$ cat src/rtl/grid_copy_engine.sv
// rtl/grid_copy_engine.sv - streams an M x N grid from the init RAM into up to CHANNELS frame RAMs
//
// Ports:
//   clk, rst_n        clock (rising edge), asynchronous active-low reset
//   start             any toggle while idle requests a run
//   abort             level, synchronous; cancels a run in progress
//   mode              0=COPY 1=CLEAR 2=FILL 3=INVERT, sampled at run start
//   ch_mask           per-channel write enable, sampled at run start
//   fill_val          FILL constant, sampled at run start
//   read_addr         init RAM address; read_val returns RD_LAT cycles later
//   write_addr/en/val destination write port, shared address/data, per-channel strobe
//   busy              run in progress
//   finish            last run completed normally; held until the next run starts
module grid_copy_engine #(
    parameter int P_PARAM_M = 5,
    parameter int P_PARAM_N = 5,
    parameter int WIDTH     = 12,
    parameter int DATA_W    = 1,
    parameter int CHANNELS  = 4,
    parameter int RD_LAT    = 1
) (
    input  logic                 clk,
    input  logic                 rst_n,
    input  logic                 start,
    input  logic                 abort,
    input  logic [1:0]           mode,
    input  logic [CHANNELS-1:0]  ch_mask,
    input  logic [DATA_W-1:0]    fill_val,
    output logic [2*WIDTH-1:0]   read_addr,
    input  logic [DATA_W-1:0]    read_val,
    output logic [2*WIDTH-1:0]   write_addr,
    output logic [CHANNELS-1:0]  write_en,
    output logic [DATA_W-1:0]    write_val,
    output logic                 busy,
    output logic                 finish
);

    localparam int AW    = 2 * WIDTH;
    localparam int TOTAL = P_PARAM_M * P_PARAM_N;
    localparam logic [AW-1:0] LAST_ADDR = AW'(TOTAL - 1);

    typedef enum logic [1:0] {S_IDLE, S_ISSUE, S_DRAIN, S_DONE} state_t;

    state_t                state_q, state_d;
    logic                  prev_start_q, prev_start_d;
    logic [1:0]            mode_q, mode_d;
    logic [CHANNELS-1:0]   mask_q, mask_d;
    logic [DATA_W-1:0]     fill_q, fill_d;
    logic [AW-1:0]         read_addr_q, read_addr_d;
    logic [AW-1:0]         write_addr_q, write_addr_d;
    logic [CHANNELS-1:0]   write_en_q, write_en_d;
    logic [DATA_W-1:0]     write_val_q, write_val_d;
    logic                  busy_q, busy_d;
    logic                  finish_q, finish_d;

    // Read-tracking pipeline: stage 0 takes the address issued this cycle, the
    // last stage lines up with the read_val returned for it.
    logic [RD_LAT-1:0]     pipe_vld_q, pipe_vld_d;
    logic [AW-1:0]         pipe_addr_q [RD_LAT];
    logic [AW-1:0]         pipe_addr_d [RD_LAT];

    logic                  trigger;
    logic                  emerge_vld;
    logic [AW-1:0]         emerge_addr;

    assign trigger     = (start != prev_start_q);
    assign emerge_vld  = pipe_vld_q[RD_LAT-1];
    assign emerge_addr = pipe_addr_q[RD_LAT-1];

    always_comb begin
        state_d      = state_q;
        prev_start_d = start;
        mode_d       = mode_q;
        mask_d       = mask_q;
        fill_d       = fill_q;
        read_addr_d  = read_addr_q;
        write_addr_d = write_addr_q;
        write_en_d   = '0;
        write_val_d  = write_val_q;
        busy_d       = busy_q;
        finish_d     = finish_q;

        pipe_vld_d[0]  = (state_q == S_ISSUE);
        pipe_addr_d[0] = read_addr_q;
        for (int i = 1; i < RD_LAT; i++) begin
            pipe_vld_d[i]  = pipe_vld_q[i-1];
            pipe_addr_d[i] = pipe_addr_q[i-1];
        end

        case (state_q)
            S_IDLE: begin
                if (trigger && !abort) begin
                    mode_d      = mode;
                    mask_d      = ch_mask;
                    fill_d      = fill_val;
                    read_addr_d = '0;
                    busy_d      = 1'b1;
                    finish_d    = 1'b0;
                    state_d     = S_ISSUE;
                end
            end
            S_ISSUE: begin
                if (read_addr_q == LAST_ADDR) begin
                    state_d = S_DRAIN;
                end else begin
                    read_addr_d = read_addr_q + AW'(1);
                end
            end
            S_DRAIN: begin
            end
            S_DONE: begin
                busy_d   = 1'b0;
                finish_d = 1'b1;
                state_d  = S_IDLE;
            end
            default: state_d = S_IDLE;
        endcase

        // The write for an emerging entry is registered this cycle; once the
        // last cell goes out, DONE is the cycle in which it is visible.
        if ((state_q == S_ISSUE || state_q == S_DRAIN) && emerge_vld) begin
            write_addr_d = emerge_addr;
            write_en_d   = mask_q;
            case (mode_q)
                2'd0:    write_val_d = read_val;
                2'd1:    write_val_d = '0;
                2'd2:    write_val_d = fill_q;
                default: write_val_d = ~read_val;
            endcase
            if (emerge_addr == LAST_ADDR) begin
                state_d = S_DONE;
            end
        end

        if (abort && state_q != S_IDLE) begin
            state_d    = S_IDLE;
            write_en_d = '0;
            busy_d     = 1'b0;
            finish_d   = 1'b0;
            pipe_vld_d = '0;
        end
    end

    always_ff @(posedge clk or negedge rst_n) begin
        if (!rst_n) begin
            state_q      <= S_IDLE;
            prev_start_q <= 1'b0;
            mode_q       <= '0;
            mask_q       <= '0;
            fill_q       <= '0;
            read_addr_q  <= '0;
            write_addr_q <= '0;
            write_en_q   <= '0;
            write_val_q  <= '0;
            busy_q       <= 1'b0;
            finish_q     <= 1'b0;
            pipe_vld_q   <= '0;
            for (int i = 0; i < RD_LAT; i++) begin
                pipe_addr_q[i] <= '0;
            end
        end else begin
            state_q      <= state_d;
            prev_start_q <= prev_start_d;
            mode_q       <= mode_d;
            mask_q       <= mask_d;
            fill_q       <= fill_d;
            read_addr_q  <= read_addr_d;
            write_addr_q <= write_addr_d;
            write_en_q   <= write_en_d;
            write_val_q  <= write_val_d;
            busy_q       <= busy_d;
            finish_q     <= finish_d;
            pipe_vld_q   <= pipe_vld_d;
            for (int i = 0; i < RD_LAT; i++) begin
                pipe_addr_q[i] <= pipe_addr_d[i];
            end
        end
    end

    assign read_addr  = read_addr_q;
    assign write_addr = write_addr_q;
    assign write_en   = write_en_q;
    assign write_val  = write_val_q;
    assign busy       = busy_q;
    assign finish     = finish_q;

endmodule

$ cat config.mk
export PLATFORM = sky130hd
export DESIGN_NAME = grid_copy_engine
export DESIGN_NICKNAME = d
export VERILOG_FILES = /design/src/rtl/grid_copy_engine.sv
export SDC_FILE = /design/constraint.sdc
export NUM_CORES = 1
export LEC_CHECK = 0
export BUFFER_PORTS_ARGS = -buffer_cell sky130_fd_sc_hd__buf_2
export CAP_MARGIN = 20
export CELL_PAD_IN_SITES_DETAIL_PLACEMENT = 2
export CELL_PAD_IN_SITES_GLOBAL_PLACEMENT = 2
export CORE_AREA = 2 2 106 108
export DETAILED_ROUTE_END_ITERATION = 16
export DIE_AREA = 0 0 108 110
export PLACE_DENSITY_LB_ADDON = 0.1
export SLEW_MARGIN = 5
export SYNTH_ARGS = -nofsm -noshare
export SYNTH_HDL_FRONTEND = slang
export SYNTH_SLANG_ARGS = --single-unit
export TNS_END_PERCENT = 5
$ cat constraint.sdc
create_clock -name clk -period 3.2 [get_ports clk]
set_clock_uncertainty 0.2 [all_clocks]
set_input_delay 0.8 -clock clk [delete_from_list [all_inputs] [get_ports clk]]
set_output_delay 0.8 -clock clk [all_outputs]
set_load 0.1 [all_outputs]
==> impl_metrics.yaml, run 1 <==
critical_path:
  reg2reg_slack_ns: 0.63
  path_cells: "inv_1 > ha_1 > nand2b_1 > o22ai_4 > nand4_1 > or4_1 > a21oi_1"
  required_ns: 3.28
  crit_buf_inv: 1
  path_class: "reg -> reg"
  crit_family: "simple AND/OR/NAND/NOR gates"
  cp-end-kind: "register"
  path_max_fanout: 9
  r2r_cells: 7
  cp.arrival_ns: 2.65
  cpMaxStageDelayCell: "or4_1"
  start_kind: "register"
  r2r-start: "state_q[1]$_DFF_PN0_"
  timing.rr.end: "read_addr[21]$_DFFE_PN0P_"
  slowest_delay_ns: 0.53
final_layout:
  area_growth_pct: 19.79
  final_layout_size_suffix_gt1_share_pct: 32.55
  n_antenna_cell: 0
  final_nets: 399
  final_cells: 524
  nFillCells: 1131
power_and_ir_drop:
  pwr-share-clk_pct: 20.5
  p_int_mw: 1.859
  p_comb_share_pct: 37.0
  p_seq_share_pct: 42.5
  p_sw_mw: 1.485
  power_mw: 3.344
  power_density_nw_per_um2: 756.0
  p_leak_nw: 2.191
  worst_ir_drop_vdd_mv: 0.4427
  swShare_pct: 44.41
grt:
  grt_max_degree: 38
  grt_first_pass_wirelength_um: 15420
  grt_use_total_pct: 17.58
  grt_pass1_vias: 2818
  antenna_found_initial: 0
  gr-total-overflow: 0
sta:
  hold_viol_final: 0
  relSlewSlack_pct: 45.00
  timing.final.crit_share_pct: 80.47
  maxSlewViolCount: 0
  holdWs_ns: 0.2070
  setup_violations: 0
  worst_pin_slew_ns: 0.8220
  tns_ns: 0
  fin_crit_ns: 2.575
  rsz0062_at_grt: "false"
  max_freq_mhz: 388.4
synthesis:
  yosys_warnings: 0
  synthTopCellsByCount: "dfrtp_1 (90), mux2_2 (30), nand2_1 (17), nor2_1 (17), a21oi_1 (15)"
  synth_top_area_share_pct: 61.00
  synth_async_sr_flop_share_pct: 100.0
  yosysMostFrequentCell: "dfrtp_1"
  syn_avg_cell_area_um2: 12.27
  synth.cell_area_um2: 3692
  yosysSeqAreaShare_pct: 61.00
  syn_inst: 301
  yosys.area.top_type: "dfrtp_1"
  synth-main-ff-cell: "dfrtp_1"
  synth_edf_count: 0
  ys_ff_latch: 90
  synth_area_leaders: "dfrtp_1 (61%), mux2_2 (9.1%), a21oi_1 (2.0%)"
  syn_nets: 319
  synthDistinctLibCells: 42
placed_design:
  portBuffers: 66
  place_inst: 510
  hpwl_um: 7089
  globalplace.congestion: 0.7978
die:
  dieArea_um2: 11880
  core_area_um2: 10700
  io_pins: 67
  die_y_um: 110
  die_x_um: 108
  start_util_pct: 34.51
  placement_rows: 38
drt:
  vias_per_cell: 5.105
  route.vias.total: 2675
  wl_um: 9500
  dr.first_iter.drc_count: 110
  dr.pass1.iters: 6
  ant_nets: 0
  wl_per_cell_um: 18.13
  drc_errors: 0
clock_network:
  cts_tree: "built"
  cts_hold_buf: 0
  clockBufferDepth: 2
  cts_made_buffers: 9
  ctsRootBufferMaster: "clkbuf_8"
  cts_sinks: 90
  clk_pin_slew_ns: 0.09
  clock_latency_ns: 0.36
  cts.repair.resized: 0
  ctsHtreeMaxLevel: 3
  post-cts-setup-buffers: 0
run_status:
  status: "complete, no violations"
hold_path:
  hold_path_class: "in -> async"
run:
  cap_violations: 0
## per-layer routing
layer / part of all wire [%] / GRT usage, % / up-vias / wire length (um)
li1: - / - / 1251 / -
met1: 50 / 24.95 / 1364 / 4763
met5: 0 / 0 / - / 0
met3: 3.5 / 3.821 / 10 / 330
met2: 45 / 27.27 / 50 / 4300
met4: 1.1 / 5.037 / 0 / 106
## worst max-delay path by stage
stage	slack [ns]	endpoint	depth (start not counted)	start
6_report	0.63	read_addr[21]$_DFFE_PN0P_	7	state_q[1]$_DFF_PN0_
3_3_place_gp	0.57	read_addr[8]$_DFFE_PN0P_	6	start
2_1_floorplan	0.41	read_addr[23]$_DFFE_PN0P_	5	read_addr[14]$_DFFE_PN0P_
4_1_cts	0.59	read_addr[21]$_DFFE_PN0P_	7	state_q[1]$_DFF_PN0_
3_5_place_dp	0.50	read_addr[21]$_DFFE_PN0P_	6	start
5_1_grt	0.38	read_addr[21]$_DFFE_PN0P_	7	state_q[0]$_DFF_PN0_
## stage by stage
step                      setup slack (ns)  util [%]  area (um2)
after floorplan                     0.4058         -        3692
after global placement              0.5685     39.78        4255
after detailed placement            0.5017     39.78        4255
after CTS                           0.5886     41.35        4423
after global routing                0.3759     41.35        4423
final                               0.6251     41.35        4423
## power by group through the flow
stage | sequential (mW) | clock, mW | combinational [mW]
4_1_cts | 1.43 | 0.724 | 1.25
6_report | 1.42 | 0.686 | 1.24
2_1_floorplan | 2.01 | 0 | 0.381
3_5_place_dp | 1.45 | 0 | 1.25
3_3_place_gp | 1.44 | 0 | 1.23
5_1_grt | 1.45 | 0.764 | 1.32
## logic make-up (layout without fill, tap and decap cells)
group                    Yosys count  count (layout)  synth area share (%)
AND/OR/NAND/NOR                  105             105                 15.76
buffers and inverters             15              98                 1.525
XOR/XNOR                          10              10                 2.372
multiplexers                      32              32                 9.692
AO/OA/AOI/OAI                     43              43                 7.625
flip-flops                        90              90                 61.00
adder cells (fa/ha/maj)            6               6                 2.033
## final cells by class
class / count / area, um2 / area share (%)
Timing Repair Buffer: 73 / 397.9 / 8.996
Tap cell: 140 / 175.2 / 3.960
Clock buffer: 10 / 137.6 / 3.112
Multi-Input combinational cell: 196 / 1389 / 31.40
Inverter: 11 / 41.29 / 0.9335
Clock inverter: 4 / 30.03 / 0.6789
Sequential cell: 90 / 2252 / 50.92
## flip-flops by register name (all words and copies together) (netlist names)
| signal | flops |
|---|---|
| fill_q | 1 |
| emerge_vld | 1 |
| emerge_addr | 24 |
| mask_q | 4 |
| busy | 1 |
| prev_start_q | 1 |
| state_q | 2 |
| finish | 1 |
| write_addr | 24 |
| write_en | 4 |
| read_addr | 24 |
| mode_q | 2 |
| write_val | 1 |
## layout by cell type, fill, tap and decap left out, types with 5 or more instances in the layout
cell / count
dfrtp_1: 90
buf_2: 65
mux2_2: 30
nand2_1: 17
nor2_1: 17
a21oi_1: 15
o21ai_0: 14
nand3_1: 11
inv_1: 10
nor4_1: 10
or3_1: 10
clkbuf_8: 10
nand4_1: 9
buf_4: 7
ha_1: 6
or4_1: 5
nor3_1: 5
xnor2_1: 5
xor2_1: 5
Power figures use the tool's default switching activity.
==> run 2, diff against run 1 <==
ABC_AREA = 1   (was unset)
CORE_AREA = 2 2 115 117   (was 2 2 106 108)
DIE_AREA = 0 0 117 119   (was 0 0 108 110)
clock period = 2.6 ns   (was 3.2 ns; I/O delays follow)
==> impl_metrics.yaml, run 2 <==
final_layout:
  final_layout_size_suffix_gt1_share_pct: 22.15
  nFillCells: 1459
  n_antenna_cell: 0
  final_nets: 591
  final_common_cell: "nand2_1"
  area_growth_pct: 25.03
  mostFrequentLayoutCells: "nand2_1 (160), dfrtp_1 (90), nor2_1 (71), buf_2 (65), inv_1 (42)"
drt:
  vias_per_cell: 4.655
  dr.pass1.iters: 4
  drc_errors: 0
  route.vias.total: 3510
  ant_nets: 0
  wl_per_cell_um: 16.78
  dr.first_iter.drc_count: 130
  wl_um: 12650
die:
  core_area_um2: 12870
  placement_rows: 42
  dieArea_um2: 13920
  start_util_pct: 31.64
  io_pins: 67
  die_x_um: 117
  die_y_um: 119
power_and_ir_drop:
  worst_ir_drop_vdd_mv: 0.3320
  p_int_mw: 2.609
  p_seq_share_pct: 38.0
  p_comb_share_pct: 29.5
  power_density_nw_per_um2: 824.8
  p_sw_mw: 1.592
  pwr-share-clk_pct: 32.5
  swShare_pct: 37.90
  p_leak_nw: 2.569
  power_mw: 4.201
sta:
  max_freq_mhz: 456.7
  setup_violations: 0
  worst_pin_slew_ns: 0.6904
  maxSlewViolCount: 0
  hold_viol_final: 0
  fin_crit_ns: 2.189
  tns_ns: 0
  rsz0062_at_grt: "false"
  timing.final.crit_share_pct: 84.21
  relSlewSlack_pct: 53.92
run_status:
  status: "complete, no violations"
clock_network:
  clock_latency_ns: 0.34
  cts_hold_buf: 0
  cts_made_buffers: 9
  clockBufferDepth: 2
  cts_tree: "built"
  cts_sinks: 90
  post-cts-setup-buffers: 0
  ctsRootBufferMaster: "clkbuf_16"
  clk_pin_slew_ns: 0.07
  ctsHtreeMaxLevel: 3
synthesis:
  yosys_warnings: 0
  synth_xor_area_share_pct: 3.010
  synth-main-ff-cell: "dfrtp_1"
  synth_async_sr_flop_share_pct: 100.0
  yosysSeqAreaShare_pct: 55.28
  syn_avg_cell_area_um2: 8.452
  yosys.area.top_type: "dfrtp_1"
  syn_inst: 482
  syn_nets: 500
  synth_top_area_share_pct: 55.28
  synthDistinctLibCells: 27
  synth_area_leaders: "dfrtp_1 (55%), nand2_1 (15%), nor2_1 (6.6%)"
  ys_ff_latch: 90
  synth_edf_count: 0
  yosys.area_share.simple_pct: 26.29
  yosysMostFrequentCell: "nand2_1"
  synth.cell_area_um2: 4074
  synth-adder-area-share_pct: 1.843
  synth_compound_gate_area_share_pct: 6.265
  muxShareOfSynthArea_pct: 1.658
  synth_top_family_by_area: "simple AND/OR/NAND/NOR gates"
  synthTopCellsByCount: "nand2_1 (160), dfrtp_1 (90), nor2_1 (72), inv_1 (42), o21ai_0 (28)"
critical_path:
  cp.arrival_ns: 1.34
  r2r-start: "state_q[0]$_DFF_PN0_"
  crit_buf_inv: 1
  required_ns: 1.75
  crit_family: "flip-flops"
  setup.worst_path.end: "read_addr[4]"
  path_class: "reg -> out"
  crit_start: "read_addr[4]$_DFFE_PN0P_"
  timing.rr.end: "read_addr[3]$_DFFE_PN0P_"
  reg2reg_slack_ns: 0.44
  r2r_cells: 6
  path_max_fanout: 6
  path_cells: "buf_2"
  cpMaxStageDelayCell: "dfrtp_1"
  cp-end-kind: "output port"
  slowest_delay_ns: 0.51
  cp_num_cells: 1
  start_kind: "register"
grt:
  gr-usage-met3_pct: 3.359
  top_usage_layer: "met2"
  grt_max_degree: 91
  grt_use_total_pct: 19.57
  use_met2_pct: 33.92
  grt_first_pass_wirelength_um: 20750
  antenna_found_initial: 0
  gr-total-overflow: 0
  grt_pass1_vias: 3961
  use_met1_pct: 24.89
placed_design:
  portBuffers: 66
  globalplace.congestion: 0.8267
  hpwl_um: 9157
run:
  cap_violations: 0
hold_path:
  hold_path_class: "in -> async"
-- run 2: cell count changes in the layout (fill, tap and decap cells not counted), sizes merged, moves of 5 or more --
cell	delta
nand2	+144
nor2	+56
inv	+33
mux2	-24
o21ai	+22
buf	+19
nand3	+13
a21oi	-11
nor4	-10
or3	-10
or4	-6
nand4	-5
nor3	-5
-- run 2: layout make-up --
type                            instances  area [um2]  area share [%]
Multi-Input combinational cell        337        1594           31.29
Timing Repair Buffer                   92       553.0           10.86
Clock buffer                           11       252.7           4.962
Tap cell                              176       220.2           4.323
Inverter                               43       161.4           3.169
Clock inverter                          5       60.06           1.179
Sequential cell                        90        2252           44.22
-- run 2: power by group through the flow --
stage,clock [mW],sequential [mW],combinational [mW]
global placement,0,1.62,1.22
finish,1.36,1.60,1.24
global route,1.46,1.61,1.34
floorplan,0,2.04,0.491
detailed placement,0,1.63,1.25
CTS,1.41,1.60,1.26
-- run 2: kinds of logic (layout without fill, tap and decap cells) --
| logic type | after synthesis | count (layout) |
|---|---|---|
| compound gates | 43 | 43 |
| mux | 6 | 6 |
| simple gates | 268 | 268 |
| buf+inv | 55 | 151 |
| flops | 90 | 90 |
| xor+xnor | 14 | 14 |
| fa+ha+maj | 6 | 6 |
-- run 2: worst min-delay path by stage --
stage	startpoint	endpoint	slack, ns
2_1_floorplan	rst_n	busy$_DFFE_PN0P_	0.15
3_3_place_gp	emerge_addr[22]$_DFF_PN0_	write_addr[22]$_DFFE_PN0P_	0.25
3_5_place_dp	write_addr[21]$_DFFE_PN0P_	write_addr[21]$_DFFE_PN0P_	0.26
4_1_cts	rst_n	write_addr[6]$_DFFE_PN0P_	0.17
5_1_grt	rst_n	write_addr[6]$_DFFE_PN0P_	0.18
6_report	rst_n	write_addr[6]$_DFFE_PN0P_	0.15
-- run 2: routing by layer --
layer / vias to the layer above / share of wire, %
met4: 0 / 1.5
met3: 11 / 3.1
li1: 1681 / -
met2: 51 / 51
met1: 1767 / 44
met5: - / 0
-- run 2: timing repair --
item	in CTS	in global routing
gates resized for setup	0	1
setup endpoints to repair	0	6
hold endpoints to repair	0	0
-- run 2: metrics by stage --
stage | util, % | instances | hold slack, ns | cell area [um2] | setup WS (ns)
after floorplan | - | 482 | 0.1544 | 4074 | 0.1464
after global placement | 37.11 | 738 | 0.2544 | 4778 | -0.01436
after detailed placement | 37.11 | 738 | 0.2613 | 4778 | -0.05608
after CTS | 39.54 | 754 | 0.1704 | 5091 | 0.1729
after global routing | 39.56 | 754 | 0.1782 | 5094 | 0.2626
final | 39.56 | 754 | 0.1507 | 5094 | 0.4106
==> run 3, diff against run 2 <==
CORE_AREA = 2 2 120 122   (was 2 2 115 117)
DIE_AREA = 0 0 122 124   (was 0 0 117 119)
clock period = 1.75 ns   (was 2.6 ns; I/O delays follow)
==> impl_metrics.yaml, run 3 (synthesis results as in run 2) <==
die:
  start_util_pct: 29.69
  dieArea_um2: 15130
  io_pins: 67
  die_y_um: 124
  placement_rows: 43
  core_area_um2: 13720
  die_x_um: 122
final_layout:
  final_nets: 629
  final_layout_size_suffix_gt1_share_pct: 36.53
  seq_area_um2: 2287
  mostFrequentLayoutCells: "nand2_1 (138), nor2_1 (66), dfrtp_1 (66), buf_4 (62), inv_1 (40)"
  area_growth_pct: 50.25
  n_antenna_cell: 0
  nFillCells: 1482
  multi_input_area_um2: 1735
  final_common_cell: "nand2_1"
sta:
  timing.final.crit_share_pct: 119.0
  worst_slack_ns: -0.3318
  holdWs_ns: 0.03491
  fin_crit_ns: 2.082
  max_freq_mhz: 480.4
  hold_viol_final: 0
  rsz0062_at_grt: "true"
  worst_pin_slew_ns: 0.4878
  maxSlewViolCount: 0
  relSlewSlack_pct: 67.70
  setup_violations: 27
clock_network:
  cts_sinks: 90
  clk_pin_slew_ns: 0.07
  clockBufferDepth: 2
  cts_tree: "built"
  ctsRootBufferMaster: "clkbuf_16"
  cts_made_buffers: 9
  ctsHtreeMaxLevel: 3
  clock_latency_ns: 0.34
critical_path:
  path_cells: "inv_4 > ha_4 > nand3_4 > nor2_4 > nand3_2 > buf_6 > o21ai_4 > clkbuf_16 > o21ai_1"
  crit_family: "flip-flops"
  crit_buf_inv: 3
  cp.arrival_ns: 2.10
  cp-end-kind: "register"
  slowest_delay_ns: 0.50
  required_ns: 1.77
  cpMaxStageDelayCell: "dfrtp_4"
  start_kind: "register"
  path_class: "reg -> reg"
  path_max_fanout: 7
power_and_ir_drop:
  pwr-share-clk_pct: 27.5
  p_seq_share_pct: 35.3
  p_comb_share_pct: 37.2
  worst_ir_drop_vdd_mv: 0.4389
  p_leak_nw: 2.840
  power_density_nw_per_um2: 1115
  p_sw_mw: 2.640
  power_mw: 6.826
  p_int_mw: 4.186
  swShare_pct: 38.68
placed_design:
  portBuffers: 66
  globalplace.congestion: 0.7912
  place_ws_ns: -0.7206
  hpwl_um: 10620
grt:
  grt_max_degree: 38
  antenna_found_initial: 0
  grt_use_total_pct: 19.30
  gr-total-overflow: 0
  grt_first_pass_wirelength_um: 21880
  grt_pass1_vias: 4041
drt:
  drc_errors: 0
  dr.first_iter.drc_count: 169
  vias_per_cell: 4.634
  wl_um: 14630
  route.vias.total: 3689
  dr.pass1.iters: 4
  wl_per_cell_um: 18.38
  ant_nets: 0
run:
  cap_violations: 0
run_status:
  status: "finished, violations left"
  violations: "negative setup slack"
hold_path:
  hold_path_class: "in -> reg"
[run 3: changes by cell type in the layout (fill, tap and decap cells not counted), sizes merged]
cell / before / now
buf: 92 / 126
clkbuf: 11 / 15
clkinv: 2 / 0
bufinv: 1 / 0
clkinvlp: 1 / 2
dlygate4sd3: 0 / 1
inv: 44 / 45
[run 3: area by class of cell]
type                       count  area share, %
clock inverter                 4         0.5315
sequential                    90          37.37
timing repair buffer         130          23.16
tap                          180          3.679
inverter                      43          2.719
clock buffer                  12          4.191
multi-input combinational    337          28.35
[run 3: worst register-to-register path, delay by kind of cell (launching register included)]
family                   cells  cell delay [ns]
flip-flops                   1             0.50
buffers and inverters        3             0.46
AO/OA/AOI/OAI                2             0.41
AND/OR/NAND/NOR              3             0.26
adder cells (fa/ha/maj)      1             0.13
[run 3: final timing paths]
path	start	to	slack [ns]	depth (start not counted)
max	read_addr[0]$_DFFE_PN0P_	read_addr[17]$_DFFE_PN0P_	-0.33	9
min	start	prev_start_q$_DFF_PN0_	0.03	1
max reg2reg	read_addr[0]$_DFFE_PN0P_	read_addr[17]$_DFFE_PN0P_	-0.33	9
min reg2reg	write_addr[18]$_DFFE_PN0P_	write_addr[18]$_DFFE_PN0P_	0.28	2
max in group asynchronous	rst_n	write_val$_DFFE_PN0P_	0.54	3
min in group asynchronous	rst_n	write_addr[0]$_DFFE_PN0P_	0.32	2
[run 3: per-layer routing]
metal	routed length, um	GRT usage [%]	vias up
li1	-	-	1763
met5	0	0	-
met1	6198	22.91	1847
met2	7799	35.79	61
met4	268	6.466	0
met3	363	2.656	18
[run 3: repair_timing]
item,CTS,global route
setup buffers,0,1
hold buffers,1,0
endpoints found under the setup margin,63,77
resized for setup,41,66
pin swaps,1,14
gates cloned,0,3
hold endpoints to repair,16,0
[run 3: power groups by stage]
stage / sequential (mW) / combinational [mW] / clock [mW]
CTS: 2.40 / 2.22 / 1.92
floorplan: 3.05 / 0.730 / 0
detailed placement: 2.43 / 2.12 / 0
finish: 2.41 / 2.54 / 1.88
global route: 2.43 / 2.69 / 2.00
global placement: 2.41 / 2.05 / 0
[run 3: per-stage QoR]
step,cells,util [%],setup TNS (ns),cell area [um2]
finish,796,44.61,-6.781,6121
global route,796,44.61,-9.405,6121
CTS,792,42.71,-5.248,5859
detailed placement,775,39.75,-12.50,5454
global placement,775,39.75,-7.401,5454
floorplan,482,-,-4.957,4111
